--- config.mk ---
export PLATFORM = sky130hd
export DESIGN_NAME = mul20_seq_flat
export DESIGN_NICKNAME = d
export VERILOG_FILES = /design/src/rtl/mul20_seq_pkg.sv /design/src/rtl/mul20_seq_if.sv /design/src/rtl/mul20_seq_add20.sv /design/src/rtl/mul20_seq.sv /design/src/flat_wrapper.sv
export SDC_FILE = /design/constraint.sdc
export NUM_CORES = 1
export LEC_CHECK = 0
export CAP_MARGIN = 20
export CORE_MARGIN = 5
export CORE_UTILIZATION = 52
export DETAILED_ROUTE_END_ITERATION = 16
export PLACE_DENSITY = 0.88
export RECOVER_POWER = 50
export SYNTH_ARGS = -nofsm -noshare
export SYNTH_HDL_FRONTEND = slang
export SYNTH_SLANG_ARGS = --single-unit
--- constraint.sdc ---
create_clock -name clk -period 2.87 [get_ports clk]
set_input_delay 0.574 -clock clk [delete_from_list [all_inputs] [get_ports clk]]
set_output_delay 0.574 -clock clk [all_outputs]
set_load 0.01 [all_outputs]
--- src/rtl/mul20_seq_pkg.sv ---
// mul20_seq_pkg: shared ALU constants and multiplier state encoding.
package mul20_seq_pkg;
    localparam int DATA_W = 20;
    localparam int PROD_W = 2 * DATA_W;
    typedef enum logic [1:0] {IDLE = 2'd0, RUN = 2'd1, DONE = 2'd2} state_e;
endpackage

--- src/rtl/mul20_seq_if.sv ---
// mul20_seq_if: operand/product valid-ready bus of the sequential multiplier.
interface mul20_seq_if;
    import mul20_seq_pkg::*;
    logic              in_valid;
    logic              in_ready;
    logic [DATA_W-1:0] a;
    logic [DATA_W-1:0] b;
    logic              out_valid;
    logic              out_ready;
    logic [DATA_W-1:0] prod_hi;
    logic [DATA_W-1:0] prod_lo;
    logic              ovf;
    modport master (output in_valid, a, b, out_ready, input in_ready, out_valid, prod_hi, prod_lo, ovf);
    modport slave  (input in_valid, a, b, out_ready, output in_ready, out_valid, prod_hi, prod_lo, ovf);
endinterface

--- src/rtl/mul20_seq_add20.sv ---
// mul20_seq_add20: 20-bit adder with carry-in tied low and carry out exposed.
module mul20_seq_add20
    import mul20_seq_pkg::*;
(
    input  logic [DATA_W-1:0] a_i,
    input  logic [DATA_W-1:0] b_i,
    output logic [DATA_W-1:0] sum_o,
    output logic              cout_o
);
    localparam logic CIN = 1'b0;
    assign {cout_o, sum_o} = {1'b0, a_i} + {1'b0, b_i} + {{DATA_W{1'b0}}, CIN};
endmodule

--- src/rtl/mul20_seq.sv ---
// mul20_seq: unsigned 20x20->40 shift-and-add multiplier, one multiplier bit per cycle.
module mul20_seq
    import mul20_seq_pkg::*;
#(
    parameter int WIDTH = DATA_W,
    parameter int CNT_W = 5
) (
    input  logic        clk,
    input  logic        rst_n,
    mul20_seq_if.slave  bus
);
    state_e             state_q, state_d;
    logic [WIDTH-1:0]   mcand_q, mcand_d;
    logic [WIDTH-1:0]   hi_q, hi_d;
    logic [WIDTH-1:0]   lo_q, lo_d;
    logic [CNT_W-1:0]   cnt_q, cnt_d;
    logic [WIDTH-1:0]   sum;
    logic               cout;

    mul20_seq_add20 u_add (.a_i(hi_q), .b_i(mcand_q), .sum_o(sum), .cout_o(cout));

    always_ff @(posedge clk or negedge rst_n) begin
        if (!rst_n) begin
            state_q <= IDLE;
            mcand_q <= '0;
            hi_q    <= '0;
            lo_q    <= '0;
            cnt_q   <= '0;
        end else begin
            state_q <= state_d;
            mcand_q <= mcand_d;
            hi_q    <= hi_d;
            lo_q    <= lo_d;
            cnt_q   <= cnt_d;
        end
    end

    always_comb begin
        state_d = state_q;
        mcand_d = mcand_q;
        hi_d    = hi_q;
        lo_d    = lo_q;
        cnt_d   = cnt_q;
        case (state_q)
            IDLE: if (bus.in_valid) begin
                mcand_d = bus.a;
                lo_d    = bus.b;
                hi_d    = '0;
                cnt_d   = '0;
                state_d = RUN;
            end
            // adder carry lands in hi's MSB as the pair shifts right
            RUN: begin
                {hi_d, lo_d} = lo_q[0] ? {cout, sum, lo_q[WIDTH-1:1]} : {1'b0, hi_q, lo_q[WIDTH-1:1]};
                cnt_d        = cnt_q + 1'b1;
                state_d      = (cnt_q == CNT_W'(WIDTH - 1)) ? DONE : RUN;
            end
            DONE:    state_d = bus.out_ready ? IDLE : DONE;
            default: state_d = IDLE;
        endcase
    end

    assign bus.in_ready  = (state_q == IDLE);
    assign bus.out_valid = (state_q == DONE);
    assign bus.prod_hi   = bus.out_valid ? hi_q : '0;
    assign bus.prod_lo   = bus.out_valid ? lo_q : '0;
    assign bus.ovf       = bus.out_valid & (|hi_q);
endmodule

--- src/flat_wrapper.sv ---
// flat-port wrapper written by rule: the top's interface ports become plain ports
module mul20_seq_flat import mul20_seq_pkg::*;
#(
    parameter int WIDTH = DATA_W,
    parameter int CNT_W = 5
)
  (clk, rst_n, bus_in_valid, bus_a, bus_b, bus_out_ready, bus_in_ready, bus_out_valid, bus_prod_hi, bus_prod_lo, bus_ovf);
  mul20_seq_if bus_i ();
  input  logic clk;
  input  logic rst_n;
  input wire logic [$bits(bus_i.in_valid)-1:0] bus_in_valid;
  input wire logic [$bits(bus_i.a)-1:0] bus_a;
  input wire logic [$bits(bus_i.b)-1:0] bus_b;
  input wire logic [$bits(bus_i.out_ready)-1:0] bus_out_ready;
  output wire logic [$bits(bus_i.in_ready)-1:0] bus_in_ready;
  output wire logic [$bits(bus_i.out_valid)-1:0] bus_out_valid;
  output wire logic [$bits(bus_i.prod_hi)-1:0] bus_prod_hi;
  output wire logic [$bits(bus_i.prod_lo)-1:0] bus_prod_lo;
  output wire logic [$bits(bus_i.ovf)-1:0] bus_ovf;
  assign bus_i.in_valid = bus_in_valid;
  assign bus_i.a = bus_a;
  assign bus_i.b = bus_b;
  assign bus_i.out_ready = bus_out_ready;
  assign bus_in_ready = bus_i.in_ready;
  assign bus_out_valid = bus_i.out_valid;
  assign bus_prod_hi = bus_i.prod_hi;
  assign bus_prod_lo = bus_i.prod_lo;
  assign bus_ovf = bus_i.ovf;
  mul20_seq #(.WIDTH(WIDTH), .CNT_W(CNT_W)) u_core (.clk(clk), .rst_n(rst_n), .bus(bus_i));
endmodule
* Word level (Yosys, flattened, before mapping)
Index checks and enable logic that the tools add are counted.
Widths: inputs -> output; s select.
** Word-level totals
- Input bits :: 44
- Output and inout port bits :: 43
- Register bits :: 67
** Operators by class
- Add/subtract/negate cells :: 2
- Bitwise logic cells :: 1
- Mux-type cells :: 13
- Reductions and logical operators :: 5
- Eq/ne operators :: 4
** Operator list (number)
- $mux 20 :: 4
- $pmux 20 s2 :: 2
- $mux 40 :: 1
- $add 20x20->21 :: 1
- $reduce_or 20->1 :: 1
- $pmux 5 s2 :: 1
- $mux 2 :: 3
- $pmux 2 s3 :: 1
- $add 5x1->5 const B :: 1
- $eq 5x5->1 const B :: 1
- $mux 5 :: 1
- $reduce_and 2->1 :: 2
- $eq 2x1->1 const B :: 1
- $eq 2x2->1 const B :: 1
- $logic_not 2->1 :: 1
- $ne 2x2->1 const B :: 1
- $reduce_bool 2->1 :: 1
- $and 1x1->1 :: 1

* Longest topological paths before layout
Gate-level depths: netlist (run 1).
- Depth after elaboration :: 3
- Depth in mapped cells :: 10

* Hierarchy
Synthesis (run 1) repeated with hierarchy kept, for this count alone.
** Second synthesis, totals
- Cells, all modules :: 451
- Area, all modules :: 4290.4 sq um
** By module, submodules not included
- mul20_seq :: area each 3254.4 sq um, instances 1, seq. area each 1676.6 sq um, cells each 304
- mul20_seq_add20 :: area each 1036.0 sq um, instances 1, seq. area each 0.0 sq um, cells each 147

* Worst setup path after synthesis (run 1)
OpenSTA, ideal clock, no wires.
- Path kind :: register -> register
- Start point :: register u_core.hi_q[0]
- End point :: register u_core.hi_q[15]
- Arrival :: 2.136 ns
- Data required time :: 2.803 ns
- Stages on the path, launching flop included :: 11
- Clock period less this slack :: 2.203 ns
- Setup slack :: 0.667 ns
- Path through :: dfrtp_1 > ha_1 > inv_1 > fa_1 > inv_1 > a21o_1 > a221o_2 > a21oi_4 > o311ai_2 > mux2_1 > nand2_1
** On the way
- Longest elaborated chain between the ends :: 3
** Ends and longest elaborated chain
- start: declaration :: RTL line mul20_seq.sv:14 : logic [WIDTH-1:0] hi_q, hi_d;
- start signal: assignment :: RTL line mul20_seq.sv:32 : hi_q <= hi_d;
- $add 20x20->21 :: RTL line mul20_seq_add20.sv:11 : assign {cout_o, sum_o} = {1'b0, a_i} + {1'b0, b_i} + {{DATA_W{1'b0}}, CIN};
- $mux 40 :: RTL line mul20_seq.sv:54 : {hi_d, lo_d} = lo_q[0] ? {cout, sum, lo_q[WIDTH-1:1]} : {1'b0, hi_q, lo_q[WIDTH-1:1]};
- $pmux 20 s2 :: RTL line mul20_seq.sv:44 : case (state_q)
Every way passes these cells.
A chain may end at the register's enable or synchronous reset.

* Final worst setup path (run 1)
- Start point :: register u_core.state_q[0]
- End point :: output bus_prod_lo[17]
** On the way
- Longest elaborated chain between the ends :: 2
** Ends and longest elaborated chain
- start: declaration :: RTL line mul20_seq.sv:12 : state_e state_q, state_d;
- start signal: assignment :: RTL line mul20_seq.sv:30 : state_q <= state_d;
- $eq 2x2->1 :: RTL line mul20_seq.sv:64 : assign bus.out_valid = (state_q == DONE);
- $mux 20 :: RTL line mul20_seq.sv:66 : assign bus.prod_lo = bus.out_valid ? lo_q : '0;
- end: declaration :: RTL line flat_wrapper.sv:18 : output wire logic [$bits(bus_i.prod_lo)-1:0] bus_prod_lo;
Every way passes these cells.

==> results.md, run 1 <==
- Register area: 1680 um2
- Layout cell share with drive strength beyond 1: 5.89%
- I/O pin cnt: 87
- Distinct cells, synth: 51
- Die area: 10300 um2
- CP startpoint kind: flop
- Worst R2R Start: u_core.hi_q[0]
- Cell area after synthesis: 4330 um2
- Seq/Total Area, Yosys: 38.7%
- Reg clk slew, reported paths: 0.08 ns
- CP arrival: 2.04 ns
- Hold Crit Depth: 2
- Final critical-path share of the clock period: 91.2%
- Skew final: 0.00687 ns
- Hold path endpoint: u_core.mcand_q[9]
- Slew margin rel.: -9.57%
- Worst-Skew Late Latency: 0.34 ns
- CTS Root Cell: clkbuf_8
- Hold crit path type: reg2reg
- CTS Sinks: 67
- WL per Instance: 17.2 um
- CTS buffer count: 9
- GPL Wtd Cong: 0.879
- Cells after Synth: 510
- Area of the core: 8180 um2
- Fmax: 382 MHz
- Cell Rows: 33
- Ranking of synthesized cells by area: dfrtp_1 39%, nand2_1 7.0%, ha_1 6.1%
- Inserted Diodes: 0
- Die Span Y: 101 um
- CTS H-Tree Depth: 3
- WP data required: 2.30 ns
- Pre-CTS WS: 0.384 ns
- Worst-path fanout max: 30
- CTS tree: done
- Flops & latches, synth: 67
- Synth Area per Inst: 8.50 um2
- Die width: 101 um
- Failing checks: max-capacitance violations, max-slew violations
- Setup repair after global routing missed its margin: false
- First DRT Iteration DRCs: 276
- WL final: 12.0 mm
- Count leader, synth: nand2_1
- Top_reg_cell synth: dfrtp_1
- Final hold viol count: 0
- Worst R2R Path Depth: 10
- Ys Warns: 0
- Final WS setup: 0.251 ns
- Tot Pwr: 5.78 mW
- MaxCap Viol Count: 1
- Largest net degree at the start of global routing: 68
- Slowest CP cell: clkdlybuf4s50_1
- Routed Antenna Nets: 0
- P&R area growth vs syn: 27.4%
- Vias in the first global route: 3966
- Initial antenna violation count: 0
- GRT Total Usage: 23.4%
- Setup_tns: 0 ns
- Syn_nets: 576
- Most frequent cells after synthesis: 81 x nand2_1, 67 x dfrtp_1, 42 x o21ai_0
- Multi-input gate area: 2500 um2
- CP peak stage delay: 0.53 ns
- Crit Path Category: reg2out
- Final routed DRC violation total: 0
- Critical path cell sequence: nand2b_1, inv_1, buf_12, and2_1, clkdlybuf4s50_1
- Slew @ Worst Pin: 1.64 ns
- Final setup violation count: 0
- DR vias/cell: 5.92
- CP endpoint kind: primary output
- Dpl hpwl: 8.60 mm
- Cts hold-fix bufs: 0
- Post-CTS sizing: 0
- Initial core utilization: 53.0%
- R2R Setup Slk: 0.32 ns
- Post-synth top area cell: dfrtp_1
- Buffers on Ports: 86
- Final min period: 2.62 ns
- EDFF count, synth: 0
- Reg-to-reg endpoint: u_core.hi_q[15]
- Fill cells: 642
- Final net count: 655
- Post-CTS Setup Inserts: 0
- Slew Limit Fails: 68
- VDD IR max: 0.000564 V
- Clock Path Buffers: 2
- Global route overflow: 0
- HP Start: u_core.mcand_q[9]
- Asr flop ratio synth: 100%
- 1st-pass router iterations: 5
- PD cells: 1050 nW/um2
- Detailed-route via count: 4140
- Status: complete, but fails checks
- Post-synth top area share: 38.7%
- First-pass GRT wire length: 19.1 mm
- Leak Pwr: 2.43 nW
## cell type report
type | instances | area share [%]
Multi-Input combinational cell | 403 | 45.3
Inverter | 8 | 0.544
Tap cell | 105 | 2.38
Sequential cell | 67 | 30.4
Clock buffer | 11 | 2.74
Timing Repair Buffer | 100 | 17.5
Clock inverter | 5 | 1.11
## critical path: cells and delay by family (launching register included)
| family | cells | cell delay [ns] |
|---|---|---|
| simple gates | 2 | 0.34 |
| flops | 1 | 0.38 |
| buf+inv | 3 | 0.95 |
## registers in the layout, indices dropped and copies added (netlist names)
register / count
u_core.hi_q: 20
u_core.lo_q: 20
u_core.mcand_q: 20
u_core.cnt_q: 5
u_core.state_q: 2
## how the worst max path moves through the flow
stage,to,cells after the start,slack (ns),start
2_1_floorplan,u_core.hi_q[15],10,0.67,u_core.hi_q[0]
3_3_place_gp,u_core.hi_q[15],10,0.43,u_core.hi_q[0]
3_5_place_dp,u_core.hi_q[15],10,0.38,u_core.hi_q[0]
4_1_cts,bus_prod_lo[17],5,0.25,u_core.state_q[0]
5_1_grt,bus_prod_lo[17],5,0.11,u_core.state_q[0]
6_report,bus_prod_lo[17],5,0.25,u_core.state_q[0]
## where the power goes
group / leakage [nW] / total, mW / internal [mW] / switching (mW)
registers: 0.839 / 1.83 / 1.39 / 0.441
clock network: 0.0978 / 0.827 / 0.450 / 0.377
logic: 1.49 / 3.13 / 1.33 / 1.80
## layout by cell type, fill, tap and decap left out, types with 3 or more instances in the layout
master	synthesis	layout
xor2_1	5	5
nand2b_1	5	5
ha_1	21	21
clkdlybuf4s50_1	0	84
a21oi_1	38	38
nor2_1	14	14
nor2b_1	23	23
o211ai_1	5	5
nor4_1	6	6
and3_1	11	11
a21o_1	5	5
nand4_1	5	5
nor3_1	3	3
a31oi_1	7	7
a22oi_1	20	20
o21ai_0	42	42
buf_4	0	11
xnor2_1	8	8
clkinvlp_4	0	3
nand3_1	17	17
nand2_1	81	81
clkbuf_8	0	11
inv_1	8	8
o21ai_1	8	8
and2_1	39	39
dfrtp_1	67	67
mux2i_1	9	9
## metal layers
layer / up-vias / track usage [%] / share of wire (%)
met3: 19 / 3.99 / 8.4
met5: - / 0 / 0
met2: 200 / 38.4 / 48
met4: 0 / 7.46 / 1.2
met1: 1951 / 31.6 / 42
li1: 1970 / - / -
## per-stage QoR
| step | cells | util, % | hold WS [ns] | area, um2 |
|---|---|---|---|---|
| floorplan | 510 | - | 0.278 | 4330 |
| global placement | 683 | 65.2 | 0.466 | 5330 |
| detailed placement | 683 | 65.2 | 0.467 | 5330 |
| CTS | 699 | 67.8 | 0.254 | 5540 |
| global route | 699 | 67.5 | 0.508 | 5520 |
| finish | 699 | 67.5 | 0.478 | 5520 |
## logic make-up (layout without fill, tap and decap cells)
| logic type | after synthesis | count (layout) | synth area share, % |
|---|---|---|---|
| buf+inv | 40 | 124 | 3.55 |
| xor+xnor | 13 | 13 | 2.63 |
| simple gates | 211 | 211 | 24.7 |
| compound gates | 146 | 146 | 21.3 |
| fa+ha+maj | 22 | 22 | 6.52 |
| mux | 11 | 11 | 2.60 |
| flops | 67 | 67 | 38.7 |
(Power assumes the default switching activity.)
==> run 2, diff against run 1 <==
--- a/config.mk
+++ b/config.mk
@@ -9,6 +9,7 @@
 export CORE_MARGIN = 5
 export CORE_UTILIZATION = 52
 export DETAILED_ROUTE_END_ITERATION = 16
+export GPL_TIMING_DRIVEN = 0
 export PLACE_DENSITY = 0.88
 export RECOVER_POWER = 50
 export SYNTH_ARGS = -nofsm -noshare
==> run 2 against run 1 <==
Critical endpoint is now bus_prod_hi[9]. Maximum frequency decreased by 5.1%. Critical path depth is the same. Via count rose by 1.2%. The flow still finishes with violations (max-capacitance violations, max-slew violations). Utilization shrank 0.077 points.
==> results.md, run 2 (same netlist as run 1, synthesis figures left out) <==
- CP endpoint kind: primary output
- P&R area growth vs syn: 27.3%
- Worst-path fanout max: 19
- Buffers on Ports: 86
- Register area: 1680 um2
- Most frequent cells in the layout: 84 x clkdlybuf4s50_1, 81 x nand2_1, 66 x dfrtp_1
- Routed Antenna Nets: 0
- Regs by FF count: u_core.hi_q (20), u_core.lo_q (20), u_core.mcand_q (20)
- DR vias/cell: 5.85
- Largest net degree at the start of global routing: 68
- WL final: 12.0 mm
- Area of the core: 8180 um2
- DP Area: 5320 um2
- Layout cell share with drive strength beyond 1: 4.75%
- Hold crit path type: reg2reg
- Combinational share of power: 54.3%
- Global route overflow: 0
- Sequential Power Share: 32.5%
- Inserted Diodes: 0
- Sw frac: 46.3%
- Cts hold-fix bufs: 0
- Dpl hpwl: 8.89 mm
- Vias in the first global route: 4225
- Setup repair after global routing missed its margin: false
- WP data required: 2.30 ns
- Leak Pwr: 2.40 nW
- WL per Instance: 16.8 um
- Cell internal pwr: 3.05 mW
- CTS Sinks: 67
- Crit Path Category: reg2out
- Detailed-route via count: 4189
- Final hold viol count: 0
- CP arrival: 2.19 ns
- Status: complete, but fails checks
- Die width: 101 um
- CTS tree: done
- VDD IR max: 0.000504 V
- GRT Total Usage: 24.7%
- Die Span Y: 101 um
- Initial antenna violation count: 0
- CTS Root Cell: clkbuf_8
- PD cells: 1030 nW/um2
- Slew margin rel.: -9.70%
- Setup_tns: 0 ns
- Die area: 10300 um2
- Clock Path Buffers: 2
- First-pass GRT wire length: 20.4 mm
- Initial core utilization: 53.0%
- Failing checks: max-capacitance violations, max-slew violations
- MaxCap Viol Count: 1
- Slew @ Worst Pin: 1.65 ns
- Final Cell Area: 5520 um2
- Reg clk slew, reported paths: 0.07 ns
- Final WS setup: 0.109 ns
- Skew final: 0.0118 ns
- CTS buffer count: 9
- Tot Pwr: 5.68 mW
- First DRT Iteration DRCs: 284
- Clock power frac: 13.2%
- Multi-input gate area: 2510 um2
- Final setup violation count: 0
- Switch Pwr: 2.63 mW
- CP startpoint kind: flop
- Fmax: 362 MHz
- Commonest non-fill, non-tap cell in the layout: clkdlybuf4s50_1
- GPL Wtd Cong: 0.900
- I/O pin cnt: 87
- Pre-CTS WS: 0.0213 ns
- CTS H-Tree Depth: 3
- Cell Rows: 33
- Final routed DRC violation total: 0
- Final min period: 2.76 ns
- 1st-pass router iterations: 5
- Fill cells: 672
- Final net count: 672
- Final critical-path share of the clock period: 96.2%
- Slew Limit Fails: 68
- Worst-Skew Late Latency: 0.35 ns
==> run 2: cell count changes in the layout (fill, tap and decap cells not counted), sizes merged <==
| cell | previous run | this run |
|---|---|---|
| clkbuf | 13 | 39 |
| clkinvlp | 3 | 2 |
| clkinv | 1 | 3 |
| bufinv | 1 | 0 |
| buf | 13 | 4 |
==> run 2: final timing paths <==
kind	endpoint	from	slack, ns	cells past startpoint
worst max-delay path	bus_prod_hi[9]	u_core.state_q[0]	0.11	5
worst min-delay path	u_core.mcand_q[6]	u_core.mcand_q[6]	0.48	2
worst max register to register	u_core.hi_q[15]	u_core.hi_q[0]	0.33	10
worst min register to register	u_core.mcand_q[6]	u_core.mcand_q[6]	0.48	2
max in group asynchronous	u_core.state_q[0]	rst_n	1.14	1
min in group asynchronous	u_core.lo_q[5]	rst_n	0.65	1
==> run 2: cell type report <==
class,count,share of cell area [%]
inverter,8,0.544
clock buffer,11,2.75
timing repair buffer,86,15.5
buffer,31,2.27
multi-input combinational,403,45.4
clock inverter,5,0.681
tap,105,2.38
sequential,67,30.4
==> run 2: power groups by stage <==
stage          clock network, mW  logic (mW)  registers [mW]
2_1_floorplan                  0        2.37            1.68
3_3_place_gp                   0        2.92            1.82
3_5_place_dp                   0        3.05            1.85
4_1_cts                    0.754        3.07            1.83
5_1_grt                    0.799        3.50            1.91
6_report                   0.750        3.09            1.84
==> run 2: critical path, stage by stage, from the launching register on <==
cell and delay [ns]:
dfrtp_2 0.46, nand2b_2 0.25, inv_1 0.13, clkbuf_4 0.27, and2_1 0.19, clkdlybuf4s50_1 0.54
==> run 2: metal layers <==
| layer | global-route usage, % | share of wire (%) | vias to the layer above |
|---|---|---|---|
| met5 | 0 | 0 | - |
| met3 | 3.93 | 7.8 | 34 |
| met4 | 9.92 | 2.5 | 0 |
| li1 | - | - | 2006 |
| met1 | 33.2 | 42 | 1961 |
| met2 | 40.1 | 47 | 188 |
==> run 2: metrics by stage <==
step / hold WS, ns / util, % / std cells
final: 0.482 / 67.5 / 716
after global routing: 0.511 / 67.5 / 716
after global placement: 0.466 / 65.2 / 701
after floorplan: 0.278 / - / 510
after CTS: 0.364 / 67.6 / 717
after detailed placement: 0.470 / 65.1 / 701
==> run 2: repair_timing <==
| action | in CTS | in global routing |
|---|---|---|
| setup buffers | 0 | 0 |
| gates resized for setup | 6 | 2 |
| pin swaps | 0 | 0 |
| endpoints found under the setup margin | 10 | 19 |
==> RTL change 1, RTL diff (config.mk and constraints of run 2) <==
Change the package constant `DATA_W` from 20 to 22.
--- a/src/rtl/mul20_seq_pkg.sv
+++ b/src/rtl/mul20_seq_pkg.sv
@@ -1,5 +1,5 @@
 // mul20_seq_pkg: shared ALU constants and multiplier state encoding.
 package mul20_seq_pkg;
-    localparam int DATA_W = 20;
+    localparam int DATA_W = 22;
     localparam int PROD_W = 2 * DATA_W;
     typedef enum logic [1:0] {IDLE = 2'd0, RUN = 2'd1, DONE = 2'd2} state_e;
Ports: changed (resized bus_a, bus_b, bus_prod_hi and bus_prod_lo); port bits go from 87 to 95. No check against the original RTL was run, so the function may have changed too.
==> RTL change 1 against run 2 <==
The run still ends with capacitance limit, slew limit left; sequential share of layout area increased by 0.85 points; combinational power rose by 14%; area after synthesis increased by 3.7%; register-to-register slack worse by 270 ps; global-route usage about the same; die area rose by 3.3%; wire length is 5.6% higher; critical path depth increased by 5; worst setup slack worse by 54 ps; total power up 11%; sequential cell count grew 6; final area is 5.9% higher; highest routed layer unchanged.
==> RTL change 1: results (changes against run 2) <==
Pwr
The worst vdd rail ir drop was 0.509 mV (was 0.504 mV). The net switching component of the power is 2.93 mW (was 2.63 mW). The static leakage is 2.61 nW (was 2.40 nW).

GRT
The pin count of the biggest net entering global routing is 74 (was 68). The wire length of the first global-routing pass is 20700 µm (was 20400 µm). The overall routing resource usage is 0.247 (about the same).

Routing
The mean number of vias per cell is 5.83 (was 5.85). The total detailed-routing wirelength is 12700 µm (was 12000 µm).

Status
Status: finished, violations left (unchanged). Failing checks: capacitance limit, slew limit (unchanged).

Place
The number of cells after detailed placement is 726 (was 701). The worst setup slack after placement is -80.9 ps (was 21.3 ps). The number of buffer cells added on primary ports is 94 (was 86).

Hold path
The hold path startpoint is u_core.mcand_q[16] (was u_core.mcand_q[6]).

Worst setup path
The capturing point of the worst reg2reg path is u_core.hi_q[19] (was u_core.hi_q[15]). The worst path arrival time is 3050 ps (was 2190 ps). The register-to-register path setup slack came to 60 ps (was 330 ps).

Flow run
The max-cap check violation count is 1 (unchanged).

Cells and area
The final standard cell count with taps included and fillers excluded is 746 (was 716). Registers with the highest flip-flop counts: u_core.hi_q (22), u_core.lo_q (22), u_core.mcand_q (22) (was u_core.hi_q (20), u_core.lo_q (20), u_core.mcand_q (20)). The fraction of final layout cells with drive strength greater than 1 is 0.0612 (was 0.0475).

Timing
The max-slew violation count is 74 (was 68).

Yosys
Top cells by count, synth: sky130_fd_sc_hd__nand2_1, sky130_fd_sc_hd__dfrtp_1, sky130_fd_sc_hd__and2_1 (was sky130_fd_sc_hd__nand2_1, sky130_fd_sc_hd__dfrtp_1, sky130_fd_sc_hd__o21ai_0). The cell count after synthesis is 523 (was 510). The fraction of the yosys area taken by sequential cells is 0.407 (was 0.387).

The net count after synthesis was 596 (was 576).
-- RTL change 1: power groups by stage --
stage	combinational, mW	clock, mW	sequential [mW]
CTS	3.37	0.769	2.01
finish	3.52	0.761	2.05
floorplan	2.57	0	1.86
global placement	3.14	0	2.01
detailed placement	3.29	0	2.02
global route	3.88	0.810	2.10
-- RTL change 1: area by class of cell --
type | instances | area share
inverter | 3 | 0.00193
buffer | 29 | 0.0197
clock buffer | 10 | 0.0236
sequential | 73 | 0.313
tap | 108 | 0.0231
clock inverter | 6 | 0.00728
timing repair buffer | 98 | 0.165
antenna | 1 | 0.000428
multi-input combinational | 418 | 0.446
-- RTL change 1: logic make-up after synthesis --
family | count (synthesis) | synth area share
compound gates | 116 | 0.172
xor+xnor | 18 | 0.0351
fa+ha+maj | 25 | 0.0713
buf+inv | 32 | 0.0270
flops | 73 | 0.407
mux | 13 | 0.0290
simple gates | 246 | 0.259
-- RTL change 1: per-layer routing --
metal	part of all wire	vias to the layer above	routed length (µm)	global-route usage
met5	0	-	0	0
met1	0.42	2070	5300	0.314
met4	0.018	0	227	0.0677
met3	0.095	29	1210	0.0853
li1	-	2038	-	-
met2	0.47	209	5940	0.403
-- RTL change 1: worst max path at each step --
stage | startpoint | endpoint | slack, ps | depth (start not counted)
3_5_place_dp | u_core.hi_q[0] | u_core.hi_q[19] | -80 | 10
6_report | u_core.hi_q[0] | u_core.hi_q[19] | 60 | 10
2_1_floorplan | u_core.hi_q[0] | u_core.hi_q[19] | 340 | 10
5_1_grt | u_core.hi_q[0] | u_core.hi_q[19] | -1 | 10
4_1_cts | u_core.hi_q[0] | u_core.hi_q[15] | 20 | 10
3_3_place_gp | rst_n | u_core.mcand_q[15] | -1260 | 1
-- RTL change 1: worst max-delay path, stage by stage (launching register included) --
cell and delay [ps]:
sky130_fd_sc_hd__dfrtp_1 430, sky130_fd_sc_hd__ha_1 250, sky130_fd_sc_hd__fa_2 360, sky130_fd_sc_hd__a21o_1 230, sky130_fd_sc_hd__a221oi_4 330, sky130_fd_sc_hd__o21ai_4 130
sky130_fd_sc_hd__o31ai_4 300, sky130_fd_sc_hd__o21ai_2 130, sky130_fd_sc_hd__a31oi_1 240, sky130_fd_sc_hd__xor2_1 200, sky130_fd_sc_hd__o21ai_1 80
-- RTL change 1: what timing repair did --
| item | CTS | global route |
|---|---|---|
| pin swaps | 3 | 7 |
| setup endpoints to repair | 37 | 39 |
| buffers inserted | 2 | 1 |
| resized for setup | 3 | 13 |
==> RTL change 2, RTL diff (config.mk and constraints of run 2) <==
Made on the original files. Reset style: synchronous (`rst_n`), changed in one clocked block.
--- a/src/rtl/mul20_seq.sv
+++ b/src/rtl/mul20_seq.sv
@@ -20,5 +20,5 @@
     mul20_seq_add20 u_add (.a_i(hi_q), .b_i(mcand_q), .sum_o(sum), .cout_o(cout));
 
-    always_ff @(posedge clk or negedge rst_n) begin
+    always_ff @(posedge clk) begin
         if (!rst_n) begin
             state_q <= IDLE;
Check against the original RTL: differs if rst_n is asserted again (counterexample within 4 cycles, from zero or initial values and one cycle with rst_n low); with rst_n held inactive, the same outputs for 10 cycles.
==> RTL change 2 against run 2 <==
Wire length increased by 7.1%; first-iteration DRC count increased by 9.2%; final area decreased by 3.2%; sequential cell count unchanged; worst setup slack improved by 51 ps; largest cell class unchanged; via count increased by 6.4%; area after synthesis decreased by 4.1%; highest routed layer unchanged; clock skew decreased by 1.0 ps; non-clock buffer count increased by 3.
Power is not compared: it rests on default switching activity, and its combinational part moved more than twofold at a synthesized area within 25%.
==> RTL change 2: results (changes against run 2) <==
Routing
The average detailed-routed wire length per instance was 17.1 µm (was 16.8 µm). The iteration-0 DRC count of the detailed router is 310 (was 284). The mean number of vias per cell is 5.93 (was 5.85).

Yosys
The fraction of the yosys area taken by sequential cells is 0.323 (was 0.387). The post-synthesis cell type count came to 59 (was 51). The share of the synthesized area in compound gates (AO/OA/AOI/OAI) came to 0.227 (was 0.213).

The area share of xor/xnor cells in the synthesized design is 0.0105 (was 0.0263). The most frequent cell after synthesis is sky130_fd_sc_hd__nand2_1 (unchanged). The fraction of synthesis flops using an asynchronous set or reset pin is 0 (was 1.00). The net count after synthesis is 614 (was 576). The multiplexer area fraction after synthesis came to 0.0220 (was 0.0260). The arithmetic-cell share of the synthesized area counting full adders, half adders and majority gates is 0.0680 (was 0.0652).

The count of warnings emitted by yosys was 0 (unchanged). Area contributors post-synth: sky130_fd_sc_hd__dfxtp_1, sky130_fd_sc_hd__a21oi_1, sky130_fd_sc_hd__nand2_1 (was sky130_fd_sc_hd__dfrtp_1, sky130_fd_sc_hd__nand2_1, sky130_fd_sc_hd__ha_1). Top cells by count, synth: sky130_fd_sc_hd__nand2_1, sky130_fd_sc_hd__dfxtp_1, sky130_fd_sc_hd__nor2_1 (was sky130_fd_sc_hd__nand2_1, sky130_fd_sc_hd__dfrtp_1, sky130_fd_sc_hd__o21ai_0).

Worst setup path
The worst path arrival time is 2140 ps (was 2190 ps). The cell family contributing the most delay on the critical path is buffers and inverters (unchanged). The maximum fanout encountered on the critical timing path came to 10 (was 19).

Place
The worst setup slack after placement is 398 ps (was 21.3 ps). The final weighted congestion in routability-driven placement is 1.01 (was 0.900). The placed wire-length estimate was 9710 µm (was 8890 µm).

Timing
The final worst clock skew came to 10.8 ps (was 11.8 ps). The relative slew slack is 0.592 (was -0.0970).

GRT
The wire length of the first global-routing pass was 21000 µm (was 20400 µm). The pin count of the biggest net entering global routing came to 14 (was 68). The overall routing resource usage is 0.262 (was 0.247). The number of global-route vias before repair is 4311 (was 4225).

Status
Status: complete, no violations (was finished, violations left).

Pwr
The worst vdd rail ir drop is approximately 0.27 mV.

Clocking
The maximum level of the CTS H-tree is 3 (unchanged). The maximum buffer depth of the clock tree was 2 (unchanged).

Cells and area
The fraction of final layout cells with drive strength greater than 1 is 0.0523 (was 0.0475). The count of antenna diodes in the layout is 0 (unchanged). The number of nets in the layout was 711 (was 672). The number of fill cells is 657 (was 672).

Hold path
The class of the worst hold path was flop to flop (unchanged).
## RTL change 2: changes by cell type after synthesis, sizes merged, moves of 6 or more
cell,delta
xnor2,-6
nor3b,+6
dfxtp,+67
nand2,-9
o21ai,-28
nor2,+49
nor2b,-19
o221ai,+19
a21oi,+22
dfrtp,-67
nand3,+12
a22oi,-17
and3,-7
## RTL change 2: worst min-delay path: cells and delay by family (launching register included)
kind | cells | cell delay, ps
and+or+nand+nor | 1 | 50
DFF | 1 | 320
AOI/OAI and AO/OA | 1 | 50
## RTL change 2: per-layer routing
| metal | up-vias | global-route usage | wire, µm |
|---|---|---|---|
| li1 | 2170 | - | - |
| met1 | 2027 | 0.336 | 5290 |
| met2 | 232 | 0.442 | 5980 |
| met3 | 30 | 0.0435 | 1310 |
| met4 | 0 | 0.0945 | 288 |
| met5 | - | 0 | 0 |
## RTL change 2: through the flow
| stage | instances | cell area [µm²] |
|---|---|---|
| after floorplan | 548 | 4160 |
| after global placement | 736 | 5150 |
| after detailed placement | 736 | 5150 |
| after CTS | 752 | 5350 |
| after global routing | 752 | 5340 |
| final | 752 | 5340 |
## RTL change 2: where the power goes
group          internal (mW)  switching, mW  leakage (nW)
clock                  0.407          0.403        0.0962
combinational          0.180          0.245          1.44
sequential             0.987         0.0472         0.549
total                   1.57          0.695          2.08
## RTL change 2: path summary, 6_finish.rpt
| path | slack, ps | cells past startpoint | start | endpoint |
|---|---|---|---|---|
| setup / recovery | 160 | 5 | u_core.state_q[0] | bus_prod_lo[7] |
| hold / removal | 460 | 2 | u_core.mcand_q[6] | u_core.mcand_q[6] |
| setup reg to reg | 460 | 9 | u_core.hi_q[0] | u_core.hi_q[19] |
| hold reg to reg | 460 | 2 | u_core.mcand_q[6] | u_core.mcand_q[6] |
## RTL change 2: layout make-up
class	instances	area (µm²)	share of cell area
Buffer	34	183	0.0342
Clock buffer	9	124	0.0232
Clock inverter	7	76.3	0.0143
Inverter	9	33.8	0.00632
Multi-Input combinational cell	438	2590	0.486
Sequential cell	67	1340	0.251
Tap cell	102	128	0.0239
Timing Repair Buffer	86	861	0.161
## RTL change 2: cell families after synthesis
group	after synthesis
AND/OR/NAND/NOR	253
buffers and inverters	43
AO/OA/AOI/OAI	149
adder cells (fa/ha/maj)	22
multiplexers	9
XOR/XNOR	5
flip-flops	67
## RTL change 2: what timing repair did
| action | in CTS | in global routing |
|---|---|---|
| endpoints found under the hold margin | 0 | 0 |
| resized for setup | 0 | 4 |
| setup endpoints to repair | 0 | 18 |
